## config.mk

```make
export PLATFORM = sky130hd
export DESIGN_NAME = alu_wide_sequencer
export DESIGN_NICKNAME = d
export VERILOG_FILES = /design/src/rtl/alu_wide_sequencer_pkg.sv /design/src/rtl/alu_wide_opmap.sv /design/src/rtl/alu_wide_sequencer.sv
export SDC_FILE = /design/constraint.sdc
export NUM_CORES = 1
export LEC_CHECK = 0
export CAP_MARGIN = 20
export CORE_UTILIZATION = 50
export DETAILED_ROUTE_END_ITERATION = 8
export PLACE_DENSITY = 0.8
export SYNTH_ARGS = -nofsm -noshare
export SYNTH_HDL_FRONTEND = slang
export SYNTH_SLANG_ARGS = --single-unit
```

## constraint.sdc

```tcl
create_clock -name clk -period 11.6 [get_ports clk]
set_input_delay 3.48 -clock clk [delete_from_list [all_inputs] [get_ports clk]]
set_output_delay 3.48 -clock clk [all_outputs]
set_load 0.02 [all_outputs]
```

## src/rtl/alu_wide_sequencer_pkg.sv

```systemverilog
// alu_wide_sequencer_pkg: CPU op codes, ALU flag bit indices and carry-source encoding shared by the wide sequencer.
package alu_wide_sequencer_pkg;
  localparam logic [3:0] OP_ADD = 4'd0;
  localparam logic [3:0] OP_SUB = 4'd1;
  localparam logic [3:0] OP_ADC = 4'd2;
  localparam logic [3:0] OP_SBC = 4'd3;
  localparam logic [3:0] OP_AND = 4'd4;
  localparam logic [3:0] OP_OR  = 4'd5;
  localparam logic [3:0] OP_XOR = 4'd6;
  localparam logic [3:0] OP_MOV = 4'd7;
  localparam logic [3:0] OP_CMP = 4'd8;
  // Single-operand group: same code space, selected by the single bit.
  localparam logic [3:0] OP_COM = 4'd0;
  localparam logic [3:0] OP_NEG = 4'd1;
  localparam logic [3:0] OP_LSL = 4'd2;
  localparam logic [3:0] OP_LSR = 4'd3;
  localparam logic [3:0] OP_RLC = 4'd4;
  localparam logic [3:0] OP_RRC = 4'd5;
  localparam logic [3:0] OP_ROL = 4'd6;
  localparam logic [3:0] OP_ROR = 4'd7;
  localparam int ALU_FLAG_C = 3;
  localparam int ALU_FLAG_V = 2;
  localparam int ALU_FLAG_Z = 1;
  localparam int ALU_FLAG_N = 0;
  typedef enum logic [1:0] {CS_ZERO, CS_CIN, CS_CHAIN} carry_src_t;
endpackage

```

## src/rtl/alu_wide_opmap.sv

```systemverilog
// alu_wide_opmap: maps a wide op and byte position to the 8-bit ALU op, carry source, byte order and support.
module alu_wide_opmap
  import alu_wide_sequencer_pkg::*;
(
  input  logic       single,
  input  logic [3:0] operator,
  input  logic       first,
  output logic [3:0] alu_op,
  output logic       alu_single,
  output logic [1:0] csrc,
  output logic       msb_first,
  output logic       neg,
  output logic       logic_op,
  output logic       cmp,
  output logic       unsupported
);
  logic [1:0] chain, seeded;
  assign chain = first ? CS_ZERO : CS_CHAIN;
  assign seeded = first ? CS_CIN : CS_CHAIN;
  always_comb begin
    alu_op = operator;
    alu_single = single;
    csrc = CS_ZERO;
    msb_first = 1'b0;
    neg = 1'b0;
    logic_op = 1'b0;
    cmp = 1'b0;
    unsupported = 1'b0;
    if (!single)
      case (operator)
        OP_ADD: begin alu_op = first ? OP_ADD : OP_ADC; csrc = chain; end
        OP_SUB, OP_CMP: begin alu_op = first ? OP_SUB : OP_SBC; csrc = chain; cmp = operator == OP_CMP; end
        OP_ADC, OP_SBC: csrc = seeded;
        OP_AND, OP_OR, OP_XOR, OP_MOV: logic_op = 1'b1;
        default: unsupported = 1'b1;
      endcase
    else
      case (operator)
        OP_COM: logic_op = 1'b1;
        OP_NEG: begin alu_op = first ? OP_SUB : OP_SBC; alu_single = 1'b0; csrc = chain; neg = 1'b1; end
        OP_LSL: begin alu_op = first ? OP_LSL : OP_RLC; csrc = chain; end
        OP_LSR: begin alu_op = first ? OP_LSR : OP_RRC; csrc = chain; msb_first = 1'b1; end
        OP_RLC: csrc = seeded;
        OP_RRC: begin csrc = seeded; msb_first = 1'b1; end
        default: unsupported = 1'b1;
      endcase
  end
endmodule

```

## src/rtl/alu_wide_sequencer.sv

```systemverilog
// alu_wide_sequencer: runs 8*BYTES-bit ops one byte per cycle on the shared 8-bit ALU, chaining carry.
// Optional ALU_WIDE_BYTE_MODE_EN adds a byte_mode input that restricts an op to byte 0.
module alu_wide_sequencer
  import alu_wide_sequencer_pkg::*;
#(
  parameter int BYTES = 2
) (
  input  logic                 clk,
  input  logic                 rst,
  input  logic                 start,
  input  logic                 single,
  input  logic [3:0]           operator,
  input  logic [8*BYTES-1:0]   operand_a,
  input  logic [8*BYTES-1:0]   operand_b,
  input  logic                 carry_in,
`ifdef ALU_WIDE_BYTE_MODE_EN
  input  logic                 byte_mode,
`endif
  output logic                 busy,
  output logic                 done,
  output logic [8*BYTES-1:0]   result,
  output logic [3:0]           flags,
  output logic                 unsupported,
  output logic                 alu_single,
  output logic [7:0]           alu_value1,
  output logic [7:0]           alu_value2,
  output logic [3:0]           alu_operator,
  output logic                 alu_old_carry,
  input  logic [7:0]           alu_bus_out,
  input  logic [3:0]           alu_flags
);
  localparam int W = 8 * BYTES;
  localparam logic [1:0] TOP = 2'(BYTES - 1);
  typedef enum logic [1:0] {S_IDLE, S_ISSUE, S_DRAIN, S_DONE} state_t;
  state_t state, state_nx;
  logic [3:0] op_r, m_op;
  logic single_r, cin_r, bm_r, bm_in, unsup_r, v_r, fin_v;
  logic m_single, m_msb_first, m_neg, m_logic, m_cmp, m_unsup;
  logic [1:0] m_csrc, idx, last, issue_pos, cap_idx, cap_pos;
  logic [W-1:0] a_r, b_r, acc, fin;
  logic [7:0] byte_a, byte_b;
  logic unused_flags;
`ifdef ALU_WIDE_BYTE_MODE_EN
  assign bm_in = byte_mode;
`else
  assign bm_in = 1'b0;
`endif
  assign unused_flags = ^alu_flags[ALU_FLAG_Z:ALU_FLAG_N];
  // In IDLE the map looks at the incoming request so unsupported ops can skip straight to DONE.
  alu_wide_opmap u_opmap (
    .single     (state == S_IDLE ? single : single_r),
    .operator   (state == S_IDLE ? operator : op_r),
    .first      (state == S_IDLE || idx == 2'd0),
    .alu_op     (m_op),
    .alu_single (m_single),
    .csrc       (m_csrc),
    .msb_first  (m_msb_first),
    .neg        (m_neg),
    .logic_op   (m_logic),
    .cmp        (m_cmp),
    .unsupported(m_unsup)
  );
  assign last = bm_r ? 2'd0 : TOP;
  assign issue_pos = m_msb_first && !bm_r ? TOP - idx : idx;
  assign cap_idx = state == S_DRAIN ? idx : idx - 2'd1;
  assign cap_pos = m_msb_first && !bm_r ? TOP - cap_idx : cap_idx;
  assign byte_a = 8'(a_r >> {issue_pos, 3'b000});
  assign byte_b = 8'(b_r >> {issue_pos, 3'b000});
  // Each byte slot of acc is written once, so OR-merging the returning byte is enough.
  assign fin = acc | (W'(alu_bus_out) << {cap_pos, 3'b000});
  assign fin_v = cap_pos == TOP || bm_r ? alu_flags[ALU_FLAG_V] : v_r;
  assign busy = state != S_IDLE;
  assign done = state == S_DONE;
  assign unsupported = done && unsup_r;
  assign alu_single = state == S_ISSUE && m_single;
  assign alu_operator = state == S_ISSUE ? m_op : 4'd0;
  assign alu_value1 = state == S_ISSUE && !m_neg ? byte_a : 8'd0;
  assign alu_value2 = state != S_ISSUE ? 8'd0 : m_neg ? byte_a : byte_b;
  assign alu_old_carry = state == S_ISSUE &&
                         (m_csrc == CS_CIN ? cin_r : m_csrc == CS_CHAIN && alu_flags[ALU_FLAG_C]);
  always_ff @(posedge clk or posedge rst)
    if (rst) state <= S_IDLE;
    else state <= state_nx;
  always_comb begin
    state_nx = state;
    case (state)
      S_IDLE: state_nx = !start ? S_IDLE : m_unsup ? S_DONE : S_ISSUE;
      S_ISSUE: state_nx = idx == last ? S_DRAIN : S_ISSUE;
      S_DRAIN: state_nx = S_DONE;
      default: state_nx = S_IDLE;
    endcase
  end
  always_ff @(posedge clk or posedge rst)
    if (rst) begin
      op_r <= '0;
      single_r <= 1'b0;
      cin_r <= 1'b0;
      bm_r <= 1'b0;
      unsup_r <= 1'b0;
      v_r <= 1'b0;
      a_r <= '0;
      b_r <= '0;
      acc <= '0;
      idx <= '0;
      result <= '0;
      flags <= '0;
    end else begin
      if (state == S_IDLE && start) begin
        op_r <= operator;
        single_r <= single;
        cin_r <= carry_in;
        bm_r <= bm_in;
        unsup_r <= m_unsup;
        v_r <= 1'b0;
        a_r <= operand_a;
        b_r <= operand_b;
        acc <= '0;
        idx <= '0;
      end
      if (state == S_ISSUE) begin
        if (idx != last) idx <= idx + 2'd1;
        if (idx != 2'd0) begin
          acc <= fin;
          if (cap_pos == TOP) v_r <= alu_flags[ALU_FLAG_V];
        end
      end
      if (state == S_DRAIN) begin
        if (!m_cmp) result <= fin;
        flags <= {!m_logic && alu_flags[ALU_FLAG_C], fin_v, fin == '0, bm_r ? fin[7] : fin[W-1]};
      end
    end
endmodule

```

==> metrics.md, run 1 <==
| Metric | Value |
|---|---|
| Final Hold Violating Endpoints | 0 |
| Worst-Skew Late Latency | 0.36 ns |
| Cells resized by post-CTS repair | 0 |
| DP Cell Count | 624 |
| Largest family of logic cells by synthesized area | simple AND/OR/NAND/NOR gates |
| Tot GR Track Use | 0.262 |
| Commonest non-fill, non-tap cell in the layout | nand2_1 |
| Avg Cell Area, Syn | 9.20 um2 |
| Max-slew headroom | 0.274 |
| Status | complete, no violations |
| Hold_ws | 0.478 ns |
| Total CTS buffers | 9 |
| Syn. warnings | 0 |
| WL/cell | 16.4 um |
| IO Count | 98 |
| Clock Pin Slew Worst Setup and Hold Paths | 0.08 ns |
| Antenna violations before repair | 0 |
| Synth Instances | 449 |
| Asr flop ratio synth | 1.00 |
| Critical path class | in -> out |
| Pwr Density | 284 nW/um2 |
| Post-synthesis cell type count | 58 |
| Setup WS post-layout | 1.27 ns |
| Post-CTS Hold Fix Bufs | 0 |
| Crit share post-route | 0.891 |
| Drt total wl | 10,500 um |
| First-pass GRT wire length | 17,500 um |
| Max Slew Vio Count | 0 |
| Yosys top cell area share | 0.485 |
| Clk pwr share | 0.144 |
| Row Count | 32 |
| RSZ-0062 raised after global routing | no |
| Worst slew pin tran | 1.09 ns |
| Switching Fraction | 0.436 |
| Sequential cell area fraction in the yosys report | 0.485 |
| First-pass DRT Iterations | 4 |
| Seq cells post-synth | 80 |
| Dominant cells by area after synthesis | dfrtp_1 48%, nand2_1 12%, mux2i_1 4.8% |
| Simple-gate area share of the yosys netlist | 0.248 |
| Mux cell area share after synthesis | 0.0485 |
| Total Negative Setup Slacks | 0 ns |
| Critical Path Sink Type | output pin |
| DRC viols | 0 |
| Fin Clk Skew | 0.0106 ns |
| H-tree depth | 3 |
| Logic pwr share | 0.532 |
| Synth Net Count | 505 |
| Mapped Area | 4130 um2 |
| Cell Int Power | 0.860 mW |
| Largest net degree at the start of global routing | 81 |
| Post-Synth XOR/XNOR Area | 0.0127 |
| Number of max-cap violations | 0 |
| Diode count | 0 |
| Most frequent cells in the layout | 128 x nand2_1, 95 x clkdlybuf4s50_1, 80 x dfrtp_1, 37 x nor2_1, 20 x mux2i_1 |
| Initial detailed-routing violation count | 212 |
| Final HPWL DP | 7350 um |
| Met2 wire length | 4950 um |
| Nets | 590 |
| Setup Fix Bufs, Post-CTS | 0 |
| Port bufs | 95 |
| Fmax | 96.8 MHz |
| HP Class | reg -> reg |
| Finished Layout Cells | 641 |
| Compound-cell area share of the yosys netlist | 0.161 |
| Metal-1 WL | 4660 um |
| VDD IR-drop max | 0.143 mV |
| Adder-Cell Fraction of Synth Area | 0.00909 |
| Die width | 92.9 um |
| Share of cells above drive strength 1 | 0.0761 |
| Sink Count | 80 |
| Met3 WL | 715 um |
| Die area | 8630 um2 |
| Core Area | 7850 um2 |
| Avg Vias per Cell | 5.63 |
| Net Sw Power | 0.665 mW |
| Static Leak | 2.46 nW |
| Primary FF master, synth | dfrtp_1 |
| CP arrival | 6.85 ns |
| Place WS | 1.28 ns |
| Req. time, crit path | 8.12 ns |
| Fin crit period | 10.33 ns |
| Starting utilization of the core area | 0.526 |
| Post-synth EDFFs | 0 |
| Post-synth top area cell | dfrtp_1 |
| Endpoints failing setup | 0 |
| Area growth, synth to finish | 29.7% |
| Vias in the first global route | 3,573 |
| Post-route ant nets | 0 |
| Startpoint type of the worst setup path | input port |
| Worst-case clock buffer depth | 2 |
| Total grt overflow | 0 |
| Top routing layer in use | met4 |
| CTS tree | done |
| Die Ht | 92.9 um |
| Critical Path Fanout Max | 11 |
| Sequential share of power | 0.323 |
| Routability-driven placement congestion ratio | 0.914 |
| Root Buffer | clkbuf_8 |
| DR vias | 3,612 |
| Final cell utilization of the core | 0.683 |
==> critical path: stages <==
cell             delay (ns)
clkdlybuf4s50_1        0.51
or3b_4                 0.40
a221oi_1               0.44
a221oi_4               0.17
xnor2_2                0.70
mux2i_1                0.25
o22ai_1                0.25
clkdlybuf4s50_1        0.64
==> cell type report <==
| cell class | instances | area, um2 |
|---|---|---|
| multi-input cells | 335 | 1990 |
| flip-flops and latches | 80 | 2000 |
| repair buffers | 100 | 996 |
| fillers | 663 | 2490 |
| inverters | 8 | 30.0 |
| clock inverters | 6 | 75.1 |
| clock buffers | 10 | 138 |
| well taps | 102 | 128 |
==> cell families (layout without fill, tap and decap cells) <==
group | count (synthesis) | in the layout
xor gates and xnor gates | 3 | 3
and+or+nand+nor | 223 | 223
muxes | 20 | 20
DFF | 80 | 80
buffers and inverters | 34 | 124
AOI/OAI and AO/OA | 86 | 86
adders and majority gates | 3 | 3
==> flip-flops by register name, indices dropped and copies added (netlist names) <==
| register | flops |
|---|---|
| idx | 2 |
| v_r | 1 |
| b_r | 16 |
| cin_r | 1 |
| result | 16 |
| acc | 16 |
| single_r | 1 |
| state | 2 |
| op_r | 4 |
| flags | 4 |
| a_r | 16 |
| unsup_r | 1 |
==> stage by stage <==
stage / area (um2) / power [mW]
3_5_place_dp: 5130 / 1.30
5_1_grt: 5360 / 1.63
6_report: 5360 / 1.52
3_3_place_gp: 5130 / 1.28
4_1_cts: 5350 / 1.53
2_1_floorplan: 4130 / 1.02
==> synthesized netlist by cell type, drive strengths merged, types with 2 or more instances <==
library cell    n
a21oi          18
a221o          13
a221oi          2
a22o           11
a31oi           5
and2            4
and3            3
buf             6
clkbuf         20
dfrtp          80
ha              3
inv             7
mux2i          20
nand2         128
nand2b          6
nand3           5
nor2           39
nor2b          15
nor3            8
nor4            6
o21ai          10
o22ai           9
o311ai          4
o31a            2
o31ai           2
or3b            2
xnor2           3
==> worst paths after layout <==
kind	startpoint	to	slack (ns)	cells after the start
setup / recovery	operator[1]	alu_value2[2]	1.27	8
hold / removal	cin_r$_DFFE_PP0P_	cin_r$_DFFE_PP0P_	0.48	2
setup reg to reg	state[1]$_DFF_PP0_	acc[5]$_DFF_PP0_	7.64	8
hold reg to reg	cin_r$_DFFE_PP0P_	cin_r$_DFFE_PP0P_	0.48	2
max in group asynchronous	rst	op_r[3]$_DFFE_PP0P_	7.22	3
min in group asynchronous	rst	b_r[1]$_DFFE_PP0P_	3.75	3
==> routing by layer <==
metal | GRT usage | up-vias
met5 | 0 | -
met4 | 0.0910 | 0
met3 | 0.0525 | 21
met2 | 0.411 | 156
met1 | 0.360 | 1711
li1 | - | 1724
==> power by group through the flow <==
stage / clock, mW / combinational (mW) / sequential, mW
floorplan: 0 / 0.527 / 0.497
global placement: 0 / 0.791 / 0.490
detailed placement: 0 / 0.806 / 0.496
CTS: 0.222 / 0.812 / 0.492
global route: 0.234 / 0.885 / 0.509
finish: 0.220 / 0.812 / 0.493
Power figures use the tool's default switching activity.
==> run 2, diff against run 1 <==
Settings changed: TNS_END_PERCENT from default to 30.
==> results of run 2 <==
No change in the layout: final DEF, timing and power equal those of run 1.
==> run 3, diff against run 2 <==
Settings changed: RECOVER_POWER from default to 100, SLEW_MARGIN from default to 10.
==> metrics.md, run 3 (same netlist as run 1, synthesis figures left out) <==
| Metric | Value |
|---|---|
| Critical Path Sink Type | output pin |
| Fmax | 92.5 MHz (-4.4%) |
| Vias in the first global route | 3,573 (unchanged) |
| Tot GR Track Use | 0.262 (unchanged) |
| Metal-1 WL | 4600 um (-1.5%) |
| Antenna violations before repair | 0 (unchanged) |
| WL/cell | 16.4 um (-0.14%) |
| Failing checks | capacitance limit, slew limit |
| VDD IR-drop max | 0.136 mV (-5.0%) |
| Area growth, synth to finish | 27.7% |
| Total grt overflow | 0 (unchanged) |
| Worst-case clock buffer depth | 2 (unchanged) |
| Drt total wl | 10,500 um (-0.14%) |
| Worst slew pin tran | 4.18 ns (+3.09 ns) |
| Setup slack, reg-to-reg | 7.24 ns (-0.40 ns) |
| Critical path class | in -> out |
| Crit share post-route | 0.932 (+0.0411) |
| Static Leak | 2.51 nW (+2.1%) |
| Post-CTS Hold Fix Bufs | 0 (unchanged) |
| Share of cells above drive strength 1 | 0.0501 (-0.0260) |
| Pwr Density | 280 nW/um2 (-1.5%) |
| Die width | 92.9 um (unchanged) |
| Avg Vias per Cell | 5.68 (+0.83%) |
| Most frequent cells in the layout | 128 x nand2_1, 80 x dfrtp_1, 52 x clkdlybuf4s50_1, 43 x dlygate4sd3_1, 38 x nor2_1 |
| Largest net degree at the start of global routing | 81 (unchanged) |
| Crit path to | alu_value2[6] |
| Total design power | 1.48 mW (-3.0%) |
| Max-slew headroom | -1.78 (-2.06) |
| Worst-Skew Late Latency | 0.36 ns (about the same) |
| Met3 WL | 710 um (-0.70%) |
| DRC viols | 0 (unchanged) |
| Top routing layer in use | met4 |
| Endpoints failing setup | 0 (unchanged) |
| H-tree depth | 3 (unchanged) |
| Root Buffer | clkbuf_8 |
| Nets | 590 (unchanged) |
| Starting utilization of the core area | 0.526 (unchanged) |
| Commonest non-fill, non-tap cell in the layout | nand2_1 |
| RR Endpoint | result[0]$_DFFE_PP0P_ |
| Cells resized by post-CTS repair | 0 (unchanged) |
| Max Slew Vio Count | 177 (+177) |
| Hold_ws | 0.475 ns (-0.00308 ns) |
| Startpoint type of the worst setup path | input port |
| Sink Count | 80 (unchanged) |
| Setup Fix Bufs, Post-CTS | 0 (unchanged) |
| Die area | 8630 um2 (unchanged) |
| Critical Path Fanout Max | 11 (unchanged) |
| R2R Path Start | state[1]$_DFF_PP0_ |
| Row Count | 32 (unchanged) |
| Die Ht | 92.9 um (unchanged) |
| Fin crit period | 10.81 ns (+0.477 ns) |
| CTS tree | done |
| Core Area | 7850 um2 (unchanged) |
| Number of fill cells | 677 (+2.1%) |
| Fin Clk Skew | 0.0100 ns (-0.000509 ns) |
| Worst setup path startpoint | operator[1] |
| Place WS | 1.28 ns (unchanged) |
| Total Negative Setup Slacks | 0 ns (unchanged) |
| HP Class | reg -> reg |
| R2R depth | 8 (unchanged) |
| Routability-driven placement congestion ratio | 0.914 (unchanged) |
| Port bufs | 95 (unchanged) |
| Post-route ant nets | 0 (unchanged) |
| Final cell utilization of the core | 0.672 (-0.0107) |
| Number of max-cap violations | 3 (+3) |
| RSZ-0062 raised after global routing | no |
| Clock Pin Slew Worst Setup and Hold Paths | 0.08 ns (about the same) |
| Req. time, crit path | 8.12 ns (about the same) |
| Setup WS post-layout | 0.790 ns (-0.477 ns) |
| Final HPWL DP | 7350 um (unchanged) |
| IO Count | 98 (unchanged) |
| Diode count | 0 (unchanged) |
| Initial detailed-routing violation count | 269 (+27%) |
| First-pass DRT Iterations | 5 (+1) |
| Met2 wire length | 4990 um (+0.83%) |
| First-pass GRT wire length | 17,500 um (unchanged) |
| Status | finished, violations left |
| Final Hold Violating Endpoints | 0 (unchanged) |
| DR vias | 3,642 (+0.83%) |
| CP arrival | 7.33 ns (+0.48 ns) |
| Total CTS buffers | 9 (unchanged) |
[run 3: layout make-up]
type,instances,area [um2],share of cell area
inverter,8,30.0,0.00569
clock buffer,10,138,0.0261
tap,102,128,0.0242
multi-input combinational,335,1920,0.364
sequential,80,2000,0.379
clock inverter,6,75.1,0.0142
timing repair buffer,100,981,0.186
[run 3: report_power, final]
| group | internal [mW] | switching (mW) | total (mW) |
|---|---|---|---|
| Clock | 0.108 | 0.111 | 0.220 |
| Sequential | 0.398 | 0.0915 | 0.490 |
| Combinational | 0.321 | 0.447 | 0.769 |
[run 3: metrics by stage]
stage,instance area [um2],cells
floorplan,4130,449
finish,5280,641
detailed placement,5130,624
CTS,5350,640
global placement,5130,624
global route,5280,641
[run 3: worst max-delay path, stage by stage]
cell	delay [ns]
clkdlybuf4s50_1	0.51
or3b_1	0.40
a221oi_1	0.44
a221oi_4	0.14
xnor2_1	1.13
mux2i_1	0.26
o22ai_1	0.25
dlygate4sd3_1	0.71
[run 3: routing by layer]
metal | global-route usage | up-vias
met3 | 0.0525 | 17
met4 | 0.0910 | 0
met1 | 0.360 | 1732
met2 | 0.411 | 168
li1 | - | 1725
met5 | 0 | -
[run 3: worst min-delay path by stage]
stage	slack, ns	cells past startpoint	startpoint	endpoint
after floorplan	0.44	2	cin_r$_DFFE_PP0P_	cin_r$_DFFE_PP0P_
after global placement	0.46	2	a_r[6]$_DFFE_PP0P_	a_r[6]$_DFFE_PP0P_
after detailed placement	0.46	2	a_r[5]$_DFFE_PP0P_	a_r[5]$_DFFE_PP0P_
after CTS	0.48	2	a_r[5]$_DFFE_PP0P_	a_r[5]$_DFFE_PP0P_
after global routing	0.51	2	a_r[2]$_DFFE_PP0P_	a_r[2]$_DFFE_PP0P_
final	0.48	2	flags[3]$_DFFE_PP0P_	flags[3]$_DFFE_PP0P_
==> patch (flow settings as in run 2) <==
Change the parameter `BYTES` from 2 to 1.
--- a/src/rtl/alu_wide_sequencer.sv
+++ b/src/rtl/alu_wide_sequencer.sv
@@ -4,5 +4,5 @@
   import alu_wide_sequencer_pkg::*;
 #(
-  parameter int BYTES = 2
+  parameter int BYTES = 1
 ) (
   input  logic                 clk,
Interface: changed (resized operand_a, operand_b and result); port bits go from 98 to 74. No check against the original RTL was run, so the function may have changed too.
==> patch against run 2 <==
Critical path type unchanged; total power decreased by 40%; first-iteration DRC count increased by 25%; global-route usage decreased by 2.6 points; sequential power decreased by 39%; register-to-register slack improved by 1.0 ns; final area decreased by 32%; highest routed layer unchanged; wire length decreased by 36%; sequential cell count decreased by 32; largest power group unchanged; setup slack improved by 0.66 ns; final cell count decreased by 36%; area after synthesis decreased by 31%; clock skew increased by 0.00059 ns; critical endpoint is now alu_value2[5]; critical path depth decreased by 1; sequential share of layout area decreased by 4.6 points.
==> patch: results <==
[outcome]
outcome = completed

[global_route]
gr-usage-met3 = 0.0482
grt_max_degree = 49
grt_usage = 0.236
antenna_found_initial = 0
gr-usage-met2 = 0.381
use_met1 = 0.324

[worst_hold_path]
min-delay-start = unsup_r
hold_end = unsup_r
hold_depth = 1

[critical_path]
r2r-end = acc[6]
critPathTopFamily = simple AND/OR/NAND/NOR gates
path_max_fanout = 9
cp.arrival_ns = 6.19
crit_path_max_incr_delay_ns = 0.81
ff2ff_path_depth = 7
cpMaxStageDelayCell = nor3_2
reg2reg_setup_slack_ns = 8.69

[finish]
multi_input_gates = 202
num-fill-cells = 446
seq_share = 0.327
drive_gt1_frac = 0.133
multi_input_area_um2 = 1520
nClkBuffers = 6
nonClkBufAreaFrac = 0.201
final_nets = 377
nNonClkBuffers = 73
area_share_clock_buf_inv = 0.0266

[synth]
synth_top_cells_by_count = dfrtp_1, nand2_1, mux2_2, mux2i_1, o21ai_0
ys_types = 55
synth_fp_nets = 315
seq_area_frac_synth = 0.421
yosysTopAreaCellShare = 0.421
synth.area.top_cells = dfrtp_1, mux2_2, mux2i_1

[route]
wl_um = 6680
viasPerCell = 5.74
initialDrtViolationCount = 266

[placement]
place_ws_ns = 1.92
port_buffers = 71

[pwr]
switchingPower_w = 0.000395
p_leak_nw = 1.47
p_seq_frac = 0.331
p_comb_frac = 0.552

[clock_network]
htreeDepth = 2
cts_buffers = 5
clk_latency_ns = 0.30
cts_setup_buffers = 0
clock_sinks = 48

[timing]
slew_headroom = 0.345
fin_skew_ns = 0.0111
## patch: cell types whose count changed in the layout (fill, tap and decap cells not counted), moves of 7 or more
| cell | before | now |
|---|---|---|
| a221o_1 | 13 | 0 |
| a22o_1 | 11 | 0 |
| a32o_1 | 0 | 8 |
| and2_1 | 2 | 10 |
| clkdlybuf4s50_1 | 95 | 71 |
| dfrtp_1 | 80 | 48 |
| mux2_2 | 0 | 23 |
| nand2_1 | 128 | 26 |
| nor2_1 | 37 | 14 |
| nor2b_1 | 15 | 5 |
| o21ai_0 | 9 | 16 |
| o22ai_1 | 9 | 2 |
## patch: kinds of logic after synthesis
group                    synth area share
AND/OR/NAND/NOR                     0.175
AO/OA/AOI/OAI                       0.156
flip-flops                          0.421
multiplexers                        0.176
buffers and inverters              0.0491
XOR/XNOR                          0.00922
adder cells (fa/ha/maj)            0.0132
## patch: per-layer routing
metal  wire (µm)  part of all wire
met5           0                 0
met3         428             0.064
met1        2940              0.44
met4          63            0.0094
met2        3240              0.49
## patch: worst max path at each step
stage | start | endpoint | slack (ns) | depth (start not counted)
2_1_floorplan | operator[2] | alu_old_carry | 3.18 | 6
4_1_cts | operator[2] | alu_value2[5] | 1.90 | 7
5_1_grt | operator[2] | alu_value2[0] | 1.72 | 7
3_3_place_gp | operator[2] | alu_value2[6] | 1.89 | 7
3_5_place_dp | operator[2] | alu_value1[5] | 1.92 | 7
6_report | operator[2] | alu_value2[5] | 1.93 | 7
## patch: stage by stage
step           total power (W)  hold WS [ns]  area, µm²  cells
6_report              0.000909         0.477       3670    410
2_1_floorplan         0.000650         0.442       2850    275
3_5_place_dp          0.000803         0.462       3550    401
5_1_grt               0.000969         0.514       3670    410
3_3_place_gp          0.000792         0.455       3550    401
4_1_cts               0.000912         0.483       3650    409
